==> src/rtl/i2c_slave_regfile.sv <==
// I2C slave exposing 16 x 8-bit registers: 2-flop sync + glitch filter on SCL/SDA, byte FSM, host read port.
// Define I2C_SLAVE_AUTOINC_EN for a pointer that advances after every byte; otherwise the pointer stays fixed.
module i2c_slave_regfile #(
    parameter logic [6:0] SLAVE_ADDR = 7'h21,
    parameter int         FILT_LEN   = 3
) (
    input  logic       clk,
    input  logic       rst,
    input  logic       scl_i,
    input  logic       sda_i,
    output logic       sda_oen,
    input  logic [3:0] rd_addr,
    output logic [7:0] rd_data,
    output logic       wr_stb,
    output logic [3:0] wr_addr,
    output logic [7:0] wr_data,
    output logic       busy
);
    localparam int CW = $clog2(FILT_LEN + 1);

    localparam logic [3:0] S_IDLE     = 4'd0;
    localparam logic [3:0] S_DEV_ADDR = 4'd1;
    localparam logic [3:0] S_DEV_ACK  = 4'd2;
    localparam logic [3:0] S_SUB_ADDR = 4'd3;
    localparam logic [3:0] S_SUB_ACK  = 4'd4;
    localparam logic [3:0] S_WR_DATA  = 4'd5;
    localparam logic [3:0] S_WR_ACK   = 4'd6;
    localparam logic [3:0] S_RD_DATA  = 4'd7;
    localparam logic [3:0] S_RD_ACK   = 4'd8;

`ifdef I2C_SLAVE_AUTOINC_EN
    localparam logic [3:0] PTR_STEP = 4'd1;
`else
    localparam logic [3:0] PTR_STEP = 4'd0;
`endif

    logic [1:0]    scl_sync, sda_sync;
    logic          scl_f, sda_f, scl_q, sda_q;
    logic [CW-1:0] scl_cnt, sda_cnt;

    // A level change is accepted only after FILT_LEN consecutive differing samples.
    always_ff @(posedge clk) begin
        if (!rst) begin
            scl_sync <= 2'b11;
            sda_sync <= 2'b11;
            scl_f    <= 1'b1;
            sda_f    <= 1'b1;
            scl_q    <= 1'b1;
            sda_q    <= 1'b1;
            scl_cnt  <= '0;
            sda_cnt  <= '0;
        end else begin
            scl_sync <= {scl_sync[0], scl_i};
            sda_sync <= {sda_sync[0], sda_i};
            scl_q    <= scl_f;
            sda_q    <= sda_f;
            if (scl_sync[1] == scl_f) begin
                scl_cnt <= '0;
            end else if (scl_cnt == CW'(FILT_LEN - 1)) begin
                scl_f   <= scl_sync[1];
                scl_cnt <= '0;
            end else begin
                scl_cnt <= scl_cnt + 1'b1;
            end
            if (sda_sync[1] == sda_f) begin
                sda_cnt <= '0;
            end else if (sda_cnt == CW'(FILT_LEN - 1)) begin
                sda_f   <= sda_sync[1];
                sda_cnt <= '0;
            end else begin
                sda_cnt <= sda_cnt + 1'b1;
            end
        end
    end

    logic scl_rise, scl_fall, start_det, stop_det;
    assign scl_rise  = scl_f & ~scl_q;
    assign scl_fall  = ~scl_f & scl_q;
    assign start_det = scl_f & scl_q & sda_q & ~sda_f;
    assign stop_det  = scl_f & scl_q & ~sda_q & sda_f;

    logic [3:0] state;
    logic [2:0] bit_cnt;
    logic [6:0] shreg;
    logic [6:0] tx;
    logic [3:0] ptr;
    logic       ack_ph;
    logic [7:0] regs [16];
    logic [7:0] rx_byte;
    logic [3:0] ptr_next;

    assign rx_byte  = {shreg, sda_f};
    assign ptr_next = ptr + PTR_STEP;
    assign rd_data  = regs[rd_addr];

    always_ff @(posedge clk) begin
        if (!rst) begin
            state   <= S_IDLE;
            sda_oen <= 1'b1;
            wr_stb  <= 1'b0;
            wr_addr <= 4'd0;
            wr_data <= 8'h00;
            busy    <= 1'b0;
            ptr     <= 4'd0;
            bit_cnt <= 3'd0;
            shreg   <= 7'd0;
            tx      <= 7'd0;
            ack_ph  <= 1'b0;
            for (int i = 0; i < 16; i++) regs[i] <= 8'h00;
        end else begin
            wr_stb <= 1'b0;
            if (stop_det) begin
                state   <= S_IDLE;
                busy    <= 1'b0;
                sda_oen <= 1'b1;
                ack_ph  <= 1'b0;
            end else if (start_det) begin
                state   <= S_DEV_ADDR;
                bit_cnt <= 3'd0;
                sda_oen <= 1'b1;
                ack_ph  <= 1'b0;
            end else begin
                case (state)
                    S_DEV_ADDR, S_SUB_ADDR, S_WR_DATA: if (scl_rise) begin
                        shreg   <= rx_byte[6:0];
                        bit_cnt <= bit_cnt + 3'd1;
                        ack_ph  <= 1'b0;
                        if (bit_cnt == 3'd7) begin
                            case (state)
                                S_DEV_ADDR: begin
                                    if (rx_byte[7:1] == SLAVE_ADDR) begin
                                        state <= S_DEV_ACK;
                                        busy  <= 1'b1;
                                    end else begin
                                        state <= S_IDLE;
                                        busy  <= 1'b0;
                                    end
                                end
                                S_SUB_ADDR: begin
                                    ptr   <= rx_byte[3:0];
                                    state <= S_SUB_ACK;
                                end
                                default: begin
                                    regs[ptr] <= rx_byte;
                                    wr_stb    <= 1'b1;
                                    wr_addr   <= ptr;
                                    wr_data   <= rx_byte;
                                    ptr       <= ptr_next;
                                    state     <= S_WR_ACK;
                                end
                            endcase
                        end
                    end
                    // First falling edge drives the ACK, the second ends the ACK period.
                    S_DEV_ACK, S_SUB_ACK, S_WR_ACK: if (scl_fall) begin
                        if (!ack_ph) begin
                            sda_oen <= 1'b0;
                            ack_ph  <= 1'b1;
                        end else begin
                            ack_ph  <= 1'b0;
                            bit_cnt <= 3'd0;
                            sda_oen <= 1'b1;
                            if (state != S_DEV_ACK) begin
                                state <= S_WR_DATA;
                            end else if (shreg[0]) begin
                                state   <= S_RD_DATA;
                                tx      <= regs[ptr][6:0];
                                sda_oen <= regs[ptr][7];
                            end else begin
                                state <= S_SUB_ADDR;
                            end
                        end
                    end
                    S_RD_DATA: begin
                        if (scl_fall) begin
                            tx      <= {tx[5:0], 1'b0};
                            sda_oen <= tx[6];
                        end else if (scl_rise) begin
                            bit_cnt <= bit_cnt + 3'd1;
                            if (bit_cnt == 3'd7) begin
                                state  <= S_RD_ACK;
                                ack_ph <= 1'b0;
                                ptr    <= ptr_next;
                            end
                        end
                    end
                    S_RD_ACK: begin
                        if (scl_fall) begin
                            if (!ack_ph) begin
                                sda_oen <= 1'b1;
                                ack_ph  <= 1'b1;
                            end else begin
                                ack_ph  <= 1'b0;
                                bit_cnt <= 3'd0;
                                state   <= S_RD_DATA;
                                tx      <= regs[ptr][6:0];
                                sda_oen <= regs[ptr][7];
                            end
                        end else if (scl_rise && ack_ph && sda_f) begin
                            state <= S_IDLE;
                            busy  <= 1'b0;
                        end
                    end
                    default: busy <= 1'b0;
                endcase
            end
        end
    end
endmodule
==> config.mk <==
export PLATFORM = sky130hd
export DESIGN_NAME = i2c_slave_regfile
export DESIGN_NICKNAME = d
export VERILOG_FILES = /design/src/rtl/i2c_slave_regfile.sv
export SDC_FILE = /design/constraint.sdc
export NUM_CORES = 1
export LEC_CHECK = 0
export BUFFER_PORTS_ARGS = -buffer_cell sky130_fd_sc_hd__buf_2
export CAP_MARGIN = 20
export CORE_ASPECT_RATIO = 2
export CORE_MARGIN = 1
export CORE_UTILIZATION = 60
export DETAILED_ROUTE_END_ITERATION = 8
export GPL_TIMING_DRIVEN = 0
export PLACE_DENSITY_LB_ADDON = 0.08
export SYNTH_ARGS = -nofsm -noshare
export SYNTH_HDL_FRONTEND = slang
export SYNTH_SLANG_ARGS = --single-unit
==> constraint.sdc <==
create_clock -name clk -period 7.5 [get_ports clk]
set_clock_uncertainty 0.1 [all_clocks]
set_input_delay 0.75 -clock clk [delete_from_list [all_inputs] [get_ports clk]]
set_output_delay 0.75 -clock clk [all_outputs]
set_load 0.02 [all_outputs]
==> impl_metrics.json <==
{
  "die_y_um": 179,
  "syn_area_per_cell_um2": 12.6,
  "dp_worst_setup_slack_ns": 3.80,
  "cts_root_buf": "clkbuf_16",
  "rsz0062_at_grt": "no",
  "hold_path.class": "reg -> reg",
  "use_met2": 0.691,
  "gp_congestion": 1.01,
  "synthArstFlopShare": 0,
  "path_class": "in -> out",
  "dp_hpwl_mm": 21.6,
  "powerDensity_mw_per_mm2": 208,
  "synth-seq-cells": 185,
  "initial_core_util": 0.614,
  "synth_ff_type": "edfxtp_1",
  "setup_viol": 0,
  "final_common_cell": "and2_1",
  "reg2reg_depth": 7,
  "cp_max_fo": 10,
  "wl_per_cell_um": 27.6,
  "synth_edf_count": 128,
  "post-cts-setup-buffer-count": 0,
  "setup_ws_ns": 3.79,
  "path_cells": "clkbuf_1 -> buf_2 -> mux4_2 -> mux4_2 -> buf_2",
  "cts_buffers": 17,
  "rrSetupSlack_ns": 4.44,
  "setup_tns_ns": 0,
  "yosysWarnings": 0,
  "grtUsageMet1": 0.339,
  "gr-total-overflow": 0,
  "grt_pass1_vias": 7031,
  "grt_first_pass_wirelength_mm": 42.1,
  "busiest_layer": "met2",
  "dr.pass1.iters": 5,
  "netlist_area_mm2": 0.00940,
  "routed_via_density": 6.70,
  "synth-seq-area-share": 0.530,
  "die_w_um": 90.5,
  "drtIter0Drc": 477,
  "clockBufferDepth": 2,
  "r2r-start": "bit_cnt[0]",
  "finalCritPeriodShare": 0.494,
  "cts_tree": "done",
  "status": "complete, no violations",
  "crit_slowest_cell": "mux4_2",
  "reg2reg_to": "regs[4][7]",
  "ir_worst_vdd_mv": 0.204,
  "slew_headroom": 0.421,
  "crit_family": "multiplexers",
  "worstMarginPinSlew_ns": 0.868,
  "num_rows": 64,
  "critPathMaxStageDelay_ns": 0.64,
  "hold_violations": 0,
  "synth_nets": 756,
  "core_area_mm2": 0.0153,
  "wirelength_mm": 28.1,
  "antenna_found_initial": 0,
  "cp.buffers_inverters": 3,
  "clkTransAtPathRegs_ns": 0.08,
  "drtAntennaViolNets": 0,
  "grtUsageMet3": 0.0636,
  "grt_util_all_layers": 0.370,
  "grt_max_degree": 21,
  "die_area_mm2": 0.0162,
  "critPathCaptureType": "output pin",
  "num-fill-cells": 1116,
  "antenna_cells": 0,
  "ctsResizeCount": 0,
  "hold_end": "sda_cnt[0]",
  "fin_nets": 818,
  "min_path_cells": 1,
  "regArea_mm2": 0.00498,
  "clock.fmax_mhz": 270,
  "cp.required_ns": 6.65,
  "arrival_ns": 2.86,
  "synth_top_area_cell": "edfxtp_1",
  "post-route-min-period_ns": 3.71,
  "area_delta_synth_final_pct": 11.7,
  "drive_above_1_share": 0.203,
  "drv_cap": 0,
  "clk_latency_ns": 0.45,
  "htree_levels": 4,
  "io_pins": 31,
  "p_leak_nw": 3.81,
  "clock-sinks": 185,
  "synth_cell_type_count": 56,
  "multi_input_area_mm2": 0.00413,
  "slew_viol_final": 0,
  "syn_inst": 744,
  "synth_top_cell_area_share": 0.409,
  "drc": 0,
  "layout_common_cells": "and2_1, edfxtp_1, mux4_2",
  "start_kind": "primary input",
  "port_buffers": 27,
  "worstHoldStart": "sda_cnt[0]",
  "vias": 6810,
  "netlist_top_cells_area": "edfxtp_1, mux4_2, dfxtp_1, and2_1, mux2i_1",
  "cts_hold_buf": 0
}
[cells in the mapped netlist, types with 5 or more instances]
master,n
inv_1,7
buf_2,9
and3_1,6
buf_1,5
a21oi_1,24
and2_1,130
nand2_1,34
nand3_1,20
mux4_2,67
nor2b_1,9
mux2i_1,22
edfxtp_1,128
a2111oi_0,9
nand2b_1,12
or3_1,5
a31oi_1,6
dfxtp_1,57
clkbuf_1,44
o21ai_0,33
mux2_2,6
nor2_1,47
[layer usage]
layer	wire length, µm	up-vias	share of wire
li1	-	2913	-
met1	8390	3384	0.30
met2	15400	394	0.55
met3	1610	119	0.058
met4	2650	0	0.095
met5	0	-	0
[sequential cells by signal (all words and copies together), names as in the netlist, named ones only]
name / flops
regs: 128
wr_data: 8
shreg: 7
tx: 7
ptr: 4
state: 4
wr_addr: 4
bit_cnt: 3
scl_cnt: 2
scl_sync: 2
sda_cnt: 2
sda_sync: 2
ack_ph: 1
busy: 1
scl_f: 1
scl_q: 1
sda_f: 1
sda_oen: 1
sda_q: 1
wr_stb: 1
[cell families (layout without fill, tap and decap cells)]
logic type | after synthesis | after routing | share of synthesized area
AND/OR/NAND/NOR | 292 | 292 | 0.175
flip-flops | 185 | 185 | 0.530
AO/OA/AOI/OAI | 97 | 97 | 0.0651
multiplexers | 95 | 95 | 0.191
buffers and inverters | 67 | 142 | 0.0296
adder cells (fa/ha/maj) | 4 | 4 | 0.00533
XOR/XNOR | 4 | 4 | 0.00373
[worst max-delay path by stage]
stage / start / to / slack [ns] / cells after the start
2_1_floorplan: rd_addr[0] / rd_data[0] / 4.32 / 4
3_3_place_gp: rd_addr[0] / rd_data[2] / 3.85 / 5
3_5_place_dp: rd_addr[0] / rd_data[3] / 3.80 / 5
4_1_cts: rd_addr[0] / rd_data[3] / 3.80 / 5
5_1_grt: rd_addr[0] / rd_data[3] / 3.73 / 5
6_report: rd_addr[0] / rd_data[3] / 3.79 / 5
[worst register-to-register path, cell delays in order (launching register included)]
cell and delay [ns]:
dfxtp_1 0.37, ha_1 0.17, ha_1 0.26, and2_1 0.16, clkbuf_1 0.34, nand4b_1 0.41
o21ai_0 0.67, buf_4 0.28
[layout make-up]
cell class / count / share of cell area
Clock buffer: 17 / 0.0405
Clock inverter: 15 / 0.0191
Multi-Input combinational cell: 492 / 0.394
Sequential cell: 185 / 0.475
Timing Repair Buffer: 43 / 0.0219
Inverter: 7 / 0.00250
Buffer: 60 / 0.0240
Tap cell: 198 / 0.0236
[metrics by stage]
step	hold WS, ns	cell area [µm²]	power (W)	util	instances
after floorplan	0.286	9400	0.00122	-	744
after global placement	0.291	9780	0.00126	0.639	969
after detailed placement	0.306	9850	0.00127	0.644	980
after CTS	0.317	10500	0.00218	0.685	1012
after global routing	0.333	10500	0.00223	0.687	1017
final	0.312	10500	0.00218	0.687	1017
[power breakdown]
part           leakage (nW)  internal [W]  total (W)  switching [W]
Sequential             1.78       0.00111    0.00113      0.0000149
Clock                 0.306      0.000485   0.000934       0.000448
Combinational          1.73     0.0000521   0.000123      0.0000714
Total                  3.81       0.00165    0.00218       0.000535
No activity file was read; power rests on OpenSTA's default activity.
